### config.mk
export PLATFORM = sky130hd
export DESIGN_NAME = stage_sequencer
export DESIGN_NICKNAME = d
export VERILOG_FILES = /design/src/rtl/arm_lp_pkg.sv /design/src/rtl/stage_sequencer_wait_timer.sv /design/src/rtl/stage_sequencer.sv
export SDC_FILE = /design/constraint.sdc
export NUM_CORES = 1
export LEC_CHECK = 0
export ABC_AREA = 1
export CORE_MARGIN = 5
export CORE_UTILIZATION = 56
export DETAILED_ROUTE_END_ITERATION = 7
export GPL_TIMING_DRIVEN = 0
export PLACE_DENSITY_LB_ADDON = 0.15
export SLEW_MARGIN = 10
export SYNTH_ARGS = -nofsm -noshare
export SYNTH_HDL_FRONTEND = slang
export SYNTH_SLANG_ARGS = --single-unit
export TNS_END_PERCENT = 5
### constraint.sdc
create_clock -name clock -period 2.85 [get_ports clock]
set_input_delay 0.57 -clock clock [delete_from_list [all_inputs] [get_ports clock]]
set_output_delay 0.57 -clock clock [all_outputs]
set_load 0.01 [all_outputs]
### src/rtl/arm_lp_pkg.sv
// ARM-LP shared definitions: decoded op types, sequencer
// stage encodings and trap cause codes.
package arm_lp_pkg;

    localparam logic [2:0] LD_TYPE  = 3'd0;
    localparam logic [2:0] CB_TYPE  = 3'd1;
    localparam logic [2:0] R_TYPE   = 3'd2;
    localparam logic [2:0] ST_TYPE  = 3'd3;
    localparam logic [2:0] I_TYPE   = 3'd4;
    localparam logic [2:0] B_TYPE   = 3'd5;
    localparam logic [2:0] M_TYPE   = 3'd6;
    localparam logic [2:0] BAD_TYPE = 3'd7;

    typedef enum logic [2:0] {
        S_IDLE      = 3'd0,
        S_FETCH     = 3'd1,
        S_DECODE    = 3'd2,
        S_EXECUTE   = 3'd3,
        S_MEMORY    = 3'd4,
        S_WRITEBACK = 3'd5,
        S_TRAP      = 3'd6
    } stage_e;

    typedef enum logic [1:0] {
        CAUSE_NONE    = 2'd0,
        CAUSE_ILLEGAL = 2'd1,
        CAUSE_FETCH   = 2'd2,
        CAUSE_DATA    = 2'd3
    } cause_e;

    function automatic logic is_mem_type(input logic [2:0] t);
        return (t == LD_TYPE) || (t == ST_TYPE);
    endfunction

    function automatic logic has_writeback(input logic [2:0] t);
        return (t == LD_TYPE) || (t == R_TYPE) ||
               (t == I_TYPE)  || (t == M_TYPE);
    endfunction

endpackage

### src/rtl/stage_sequencer_wait_timer.sv
// Saturating 8-bit wait counter for cache handshakes.
// expired flags count == MEM_TIMEOUT.
module wait_timer #(
    parameter int unsigned MEM_TIMEOUT = 15
) (
    input  logic clock,
    input  logic resetN,
    input  logic clear,
    input  logic enable,
    output logic expired
);

    localparam logic [7:0] LIMIT = 8'(MEM_TIMEOUT);

    logic [7:0] count;

    // clear wins over enable; count holds at all-ones
    always_ff @(posedge clock or negedge resetN) begin
        if (!resetN) begin
            count <= 8'd0;
        end else if (clear) begin
            count <= 8'd0;
        end else if (enable && count != 8'hFF) begin
            count <= count + 8'd1;
        end
    end

    assign expired = (count == LIMIT);

endmodule

### src/rtl/stage_sequencer.sv
// Multi-cycle stage sequencer: steps each instruction through
// fetch/decode/execute/memory/writeback and gates datapath enables.
module stage_sequencer
    import arm_lp_pkg::*;
#(
    parameter int unsigned MEM_TIMEOUT = 15,
    parameter int unsigned CNT_WIDTH   = 32
) (
    input  logic                 clock,
    input  logic                 resetN,
    input  logic                 run,
    input  logic [2:0]           opType,
    input  logic                 imemReady,
    input  logic                 dmemReady,
    input  logic                 branchTaken,
    output logic                 fetchEnable,
    output logic                 irLoad,
    output logic                 aluEnable,
    output logic                 memReadStrobe,
    output logic                 memWriteStrobe,
    output logic                 regWriteEnable,
    output logic                 pcWrite,
    output logic                 pcSrc,
    output logic [2:0]           stage,
    output logic                 trap,
    output logic [1:0]           trapCause,
    output logic [CNT_WIDTH-1:0] retiredCount
);

    stage_e               state;
    stage_e               state_next;
    cause_e               cause;
    cause_e               cause_next;
    logic [2:0]           held_type;
    logic [CNT_WIDTH-1:0] retired;
    logic                 done;
    logic                 expired;
    logic                 timer_en;
    logic                 timer_clr;

    // timer runs only while a cache handshake is pending
    assign timer_en  = (state == S_FETCH  && !imemReady) ||
                       (state == S_MEMORY && !dmemReady);
    assign timer_clr = (state_next != state);

    wait_timer #(
        .MEM_TIMEOUT(MEM_TIMEOUT)
    ) u_wait_timer (
        .clock  (clock),
        .resetN (resetN),
        .clear  (timer_clr),
        .enable (timer_en),
        .expired(expired)
    );

    // next stage, completion and trap cause selection
    always_comb begin
        state_next = state;
        cause_next = CAUSE_NONE;
        done       = 1'b0;
        unique case (state)
            S_IDLE: begin
                if (run) state_next = S_FETCH;
            end
            S_FETCH: begin
                if (imemReady) begin
                    state_next = S_DECODE;
                end else if (expired) begin
                    state_next = S_TRAP;
                    cause_next = CAUSE_FETCH;
                end
            end
            S_DECODE: begin
                if (opType == BAD_TYPE) begin
                    state_next = S_TRAP;
                    cause_next = CAUSE_ILLEGAL;
                end else begin
                    state_next = S_EXECUTE;
                end
            end
            S_EXECUTE: begin
                if (is_mem_type(held_type)) begin
                    state_next = S_MEMORY;
                end else if (has_writeback(held_type)) begin
                    state_next = S_WRITEBACK;
                end else begin
                    done = 1'b1;
                end
            end
            S_MEMORY: begin
                if (dmemReady) begin
                    if (held_type == LD_TYPE) state_next = S_WRITEBACK;
                    else                      done       = 1'b1;
                end else if (expired) begin
                    state_next = S_TRAP;
                    cause_next = CAUSE_DATA;
                end
            end
            S_WRITEBACK: begin
                done = 1'b1;
            end
            S_TRAP: begin
                state_next = S_TRAP;
            end
            default: begin
                state_next = S_IDLE;
            end
        endcase
        if (done) state_next = run ? S_FETCH : S_IDLE;
    end

    // stage register, held op type, frozen cause, retire count
    always_ff @(posedge clock or negedge resetN) begin
        if (!resetN) begin
            state     <= S_IDLE;
            held_type <= LD_TYPE;
            cause     <= CAUSE_NONE;
            retired   <= '0;
        end else begin
            state <= state_next;
            if (state == S_DECODE) held_type <= opType;
            if (state != S_TRAP && state_next == S_TRAP) begin
                cause <= cause_next;
            end
            if (done) retired <= retired + CNT_WIDTH'(1);
        end
    end

    // datapath enables decoded from the stage register
    always_comb begin
        fetchEnable    = (state == S_FETCH);
        irLoad         = (state == S_FETCH) && imemReady;
        aluEnable      = (state == S_EXECUTE);
        memReadStrobe  = (state == S_MEMORY) && (held_type == LD_TYPE);
        memWriteStrobe = (state == S_MEMORY) && (held_type == ST_TYPE);
        regWriteEnable = (state == S_WRITEBACK);
        pcWrite        = done;
        pcSrc          = (state == S_EXECUTE) &&
                         ((held_type == B_TYPE) ||
                          (held_type == CB_TYPE && branchTaken));
        trap           = (state == S_TRAP);
    end

    assign stage        = state;
    assign trapCause    = cause;
    assign retiredCount = retired;

endmodule

==> metrics.txt, run 1 <==
outcome complete, no violations; largest net degree at the start of global routing 35; Async SR Flop Fraction between 90% and 100%; most frequent cells in the layout 119 x nand2_1, 53 x clkdlybuf4s50_1, 51 x nor2_1; Mapped Cells slightly above 400; post-synthesis sequential area ratio approximately two fifths; IO buf count 54; P_int roughly 1.7 mW; number of flops mapped to enable cells by yosys 0; yosys warns 0; initial antenna violation count 0; Max-Cap Viols 0; CTS sink count 48; die width roughly 83 µm; Critical Path RT between 2 and 2.5 ns; std cell rows 26; Layout area overhead 26.6%; Final Cell Area between 3000 and 4000 µm²; grt total ovfl 0; Clock Skew between 0.007 and 0.008 ns; crit path time final 2.71 ns; Leak Pwr around 1.7 nW; Comb power frac around two fifths; Syn Nets around 420; worst-path fanout max 19; Clock Power Share ~25%; Antenna Nets Post-Route 0; Sw Ratio 37.9%; # IOs 55; count of cell types in the netlist 36; Root Driver clkbuf_8; CTS tree built; Vias/cell between 5 and 6; DR pass1 iterations 5; antenna fix cells 0; final wirelength about 7600 µm; Std-Cell Core Area slightly above 5000 µm²; Synth Register Bits 48; Detailed Route Iter0 Violations roughly 270; Final Wtd Congestion between 0.9 and 1; Starting Density approximately three fifths; per-cell routed wire length 14.0 µm; vias in the first global route between 2000 and 3000; drc violations 0; Filler cells 400; Hold-fix buffers, CTS 0; Min-Delay Path Class primary input to asynchronous set/reset pin; htree depth 2; power consumption 2.69 mW; period utilisation layout between 90% and 100%; Synth Flop Type dfrtp_1; WP data arrival about 2.1 ns; share of layout cells above drive strength 1 roughly 8.3%; worst slew pin tran between 0.4 and 0.5 ns; post-synthesis average cell area roughly 7.4 µm²; Clock Pin Slew Worst Setup and Hold Paths 0.09 ns; Fmax 369 MHz; Post-DP HPWL around 5700 µm; cts bufs inserted 5; commonest non-fill, non-tap cell in the layout nand2_1; total die area around 7000 µm²; Startpoint Class register; Chip Height 83.4 µm; Sw Pwr between 1 and 1.5 mW; crit path kind register to primary output; Post-DP Area 3660 µm²; Fin. Hold Viols 0; CTS Buffer Depth 2; latest clock arrival within the worst-skew pair 0.30 ns; Peak VDD IR a little over 600 µV; Final setup viols 0; Slew HR between 70% and 80%; nets@finish about 480; Netlist Area Pre-Place approximately 3000 µm²; Reg power frac 33.8%; final slew viol count 0; Tot GR Track Use 22.5%; detailed-route via count ~2900; power per standard cell area 705 nW/µm²; Crit. End Element primary output; RSZ-0062 raised after global routing no; first-pass GRT wire length approximately 13000 µm
## worst max-delay path: stages (launching register included)
cell	delay, ns
dfrtp_1	0.47
inv_1	0.16
nand2_1	0.10
nor2_2	0.17
inv_2	0.06
nand3_4	0.12
buf_8	0.19
clkdlybuf4s50_1	0.56
## power groups by stage
| stage | Clock (mW) | Combinational, mW | Sequential (mW) |
|---|---|---|---|
| 4_1_cts | 0.688 | 1.10 | 0.907 |
| 3_3_place_gp | 0 | 1.08 | 0.914 |
| 5_1_grt | 0.726 | 1.23 | 0.924 |
| 6_report | 0.677 | 1.10 | 0.908 |
| 3_5_place_dp | 0 | 1.10 | 0.915 |
| 2_1_floorplan | 0 | 0.666 | 0.926 |
## synth_stat cells (2+ instances only)
cell type  instances  area share, %
a21oi_1            4           0.66
and3_1             2           0.41
buf_2              2           0.33
clkinv_1           2           0.25
dfrtp_1           48             40
ha_1               2           0.83
inv_1             50            6.2
nand2_1          119             15
nand2_2            5            1.0
nand3_1           27            4.5
nand3_2            4            1.3
nand3_4            2            1.2
nand3b_1           3           0.75
nand4_1            8            1.7
nor2_1            52            6.5
nor2_2             2           0.41
nor2_4             2           0.75
nor3_1            18            3.0
nor3_2             2           0.66
nor4_1             2           0.41
o21ai_0           13            2.2
xnor2_1            9            2.6
xor2_1            19            5.5
## area by class of cell
type,count,area (µm²),area share [%]
sequential,48,1200,31.5
clock inverter,3,90.1,2.36
clock buffer,5,68.8,1.80
buffer,3,31.3,0.820
multi-input combinational,304,1580,41.3
tap,70,87.6,2.30
timing repair buffer,55,556,14.6
inverter,54,205,5.38
## stage by stage
| stage | TNS (ns) | hold slack [ns] | util (%) | setup WS [ns] | instances |
|---|---|---|---|---|---|
| after detailed placement | -0.0363 | 0.491 | 70.7 | -0.0363 | 535 |
| after global placement | -9.39 | 0.486 | 70.4 | -0.199 | 534 |
| after global routing | 0 | 0.171 | 73.8 | 0.0312 | 542 |
| after floorplan | 0 | 0.274 | - | 0.920 | 410 |
| after CTS | 0 | 0.164 | 73.8 | 0.138 | 542 |
| final | 0 | 0.161 | 73.8 | 0.143 | 542 |
## cell families after synthesis
kind of cell / synth area share, %
adder cells (fa/ha/maj): 0.830
AO/OA/AOI/OAI: 4.19
flip-flops: 39.8
buffers and inverters: 8.01
AND/OR/NAND/NOR: 39.0
XOR/XNOR: 8.13
## path summary, 6_finish.rpt
check                                             from                                end  slack, ns  cells past startpoint
min in group clock            trapCause[0]$_DFFE_PN0P_           trapCause[0]$_DFFE_PN0P_       0.51                      2
max in group asynchronous                       resetN                 stage[0]$_DFF_PN0_       2.18                      2
min                                             resetN  u_wait_timer.count[5]$_DFFE_PN0P_       0.16                      1
max                                 stage[1]$_DFF_PN0_                            pcWrite       0.14                      7
max reg2reg                retiredCount[7]$_DFFE_PN0P_       retiredCount[30]$_DFFE_PN0P_       0.99                      8
min reg2reg                   trapCause[0]$_DFFE_PN0P_           trapCause[0]$_DFFE_PN0P_       0.51                      2
## sequential cells by signal (all words and copies together) (netlist names)
signal / count
retiredCount: 32
u_wait_timer.count: 8
held_type: 3
stage: 3
trapCause: 2
## routing by layer
layer / vias up / routed length, µm / share of wire, % / track usage (%)
met3: 23 / 530 / 7.0 / 5.54
met2: 135 / 3390 / 45 / 34.2
li1: 1421 / - / - / -
met1: 1333 / 3490 / 46 / 31.3
met5: - / 0 / 0 / 0
met4: 0 / 167 / 2.2 / 7.73
## timing repair
item / 4_1_cts / 5_1_grt
gates resized for setup: 2 / 0
buffers inserted: 0 / 0
endpoints found under the setup margin: 1 / 0
Note: power is estimated with default switching activity, not from simulation.
==> run 2: changes to the inputs <==
CORE_ASPECT_RATIO = 1.5   (was default)
==> metrics.txt, run 2 (same netlist as run 1, synthesis figures left out) <==
CP Buf/Inv Count 3; CTS resizes 3; Chip Height 99.9 µm; setup ws final between 0.15 and 0.2 ns; Reg power frac a little over a third; CTS sink count 48; Filler cells 443; IO buf count 54; Crit. End Element primary output; Slew HR 66.1%; Min-Delay Path Class primary input to asynchronous set/reset pin; crit path time final approximately 2.7 ns; Post-DP HPWL 5760 µm; std cell rows 32; WP data arrival approximately 2.1 ns; DR pass1 iterations 4; GRT met1 Usage between 20% and 30%; Final Cell Area roughly 3800 µm²; Most Frequent Cell on Critical Path clkdlybuf4s50_1; Antenna Nets Post-Route 0; Sw Pwr 0.996 mW; latest clock arrival within the worst-skew pair approximately 0.3 ns; drc violations 0; Min Hold Slack approximately 0.22 ns; sequential standard cell area between 1000 and 1500 µm²; final slew viol count 0; CP Cell Sequence clkdlybuf4s50_1 > nand3_2 > nand3_4 > buf_8 > clkdlybuf4s50_1; Startpoint Class primary input; commonest non-fill, non-tap cell in the layout nand2_1; Root Driver clkbuf_8; multi-input logic area ~1600 µm²; Starting Density approximately 58%; Post-DP Area around 3700 µm²; Layout area overhead 24.5%; Comb power frac ~44%; Final setup viols 0; Critical Path RT 2.28 ns; Detailed Route Iter0 Violations around 160; first-pass GRT wire length ~12000 µm; Reg2Reg Setup Slack 0.99 ns; Fin. Hold Viols 0; setup bufs post-CTS 0; busiest grt layer met2; share of layout cells above drive strength 1 8.09%; Clock Skew a little over 0.005 ns; Peak VDD IR between 400 and 500 µV; htree depth 2; detailed-route via count about 2800; worst-path fanout max 19; RSZ-0062 raised after global routing no; worst reg2reg path startpoint retiredCount[7]$_DFFE_PN0P_; CTS Buffer Depth 2; final core occ 72.1%; outcome complete, no violations; Final Wtd Congestion 0.925; cts bufs inserted 5; GR Util met2 41.7%; most frequent cells in the layout 119 x nand2_1, 53 x clkdlybuf4s50_1, 51 x nor2_1; P_int about 1.5 mW; # IOs 55; Clock Power Share 19.2%; Fmax 373 MHz; Clock Pin Slew Worst Setup and Hold Paths ~0.090 ns; RR Endpoint retiredCount[30]$_DFFE_PN0P_; initial antenna violation count 0; period utilisation layout between 90% and 100%; final wirelength between 7000 and 8000 µm; crit path kind primary input to primary output; total die area 6980 µm²; Tot GR Track Use a little over a fifth; Place WS -0.0338 ns; Sw Ratio roughly 40%; Leak Pwr 1.69 nW; Vias/cell 5.22; R2R cell count 8; power consumption around 2.5 mW; nets@finish ~480; worst slew pin tran 0.508 ns; Max-Cap Viols 0; die width 69.9 µm; CTS tree built; vias in the first global route approximately 2800; antenna fix cells 0; per-cell routed wire length approximately 14 µm; worst stage delay on the critical path 0.56 ns; met3 Resource Use GR about 3.3%; CP max stage cell clkdlybuf4s50_1; grt total ovfl 0; Largest register FFs 32; delay-heaviest family, CP buffers and inverters; Std-Cell Core Area roughly 5200 µm²; power per standard cell area roughly 660 nW/µm²; Hold-fix buffers, CTS 0; largest net degree at the start of global routing 28
[run 2: through the flow]
step           cells  TNS (ns)
2_1_floorplan    410         0
3_3_place_gp     532     -7.10
3_5_place_dp     533   -0.0338
4_1_cts          538         0
5_1_grt          538         0
6_report         538         0
[run 2: area by class of cell]
| class | instances | area share (%) |
|---|---|---|
| plain buffers | 3 | 0.833 |
| repair buffers | 55 | 14.8 |
| flip-flops and latches | 48 | 32.1 |
| inverters | 54 | 5.46 |
| clock buffers | 5 | 1.83 |
| clock inverters | 1 | 0.800 |
| multi-input cells | 304 | 42.0 |
| well taps | 68 | 2.27 |
[run 2: power groups by stage]
stage	Clock (mW)	Combinational [mW]	Sequential, mW
floorplan	0	0.666	0.926
global placement	0	1.09	0.917
detailed placement	0	1.11	0.916
CTS	0.484	1.11	0.909
global route	0.513	1.21	0.924
finish	0.477	1.10	0.909
[run 2: metal layers]
| metal | wire length, µm | part of all wire, % | up-vias |
|---|---|---|---|
| met5 | 0 | 0 | - |
| met4 | 325 | 4.4 | 0 |
| met3 | 288 | 3.9 | 23 |
| met2 | 3910 | 53 | 85 |
| met1 | 2800 | 38 | 1287 |
| li1 | - | - | 1414 |
[run 2: worst max path at each step]
| stage | start | endpoint | slack, ns | cells past startpoint |
|---|---|---|---|---|
| final | dmemReady | pcWrite | 0.17 | 5 |
| after global routing | stage[1]$_DFF_PN0_ | pcWrite | 0.04 | 7 |
| after CTS | stage[0]$_DFF_PN0_ | pcWrite | 0.15 | 7 |
| after detailed placement | dmemReady | pcWrite | -0.03 | 6 |
| after global placement | resetN | held_type[1]$_DFFE_PN0P_ | -0.15 | 1 |
| after floorplan | stage[1]$_DFF_PN0_ | pcWrite | 0.92 | 7 |
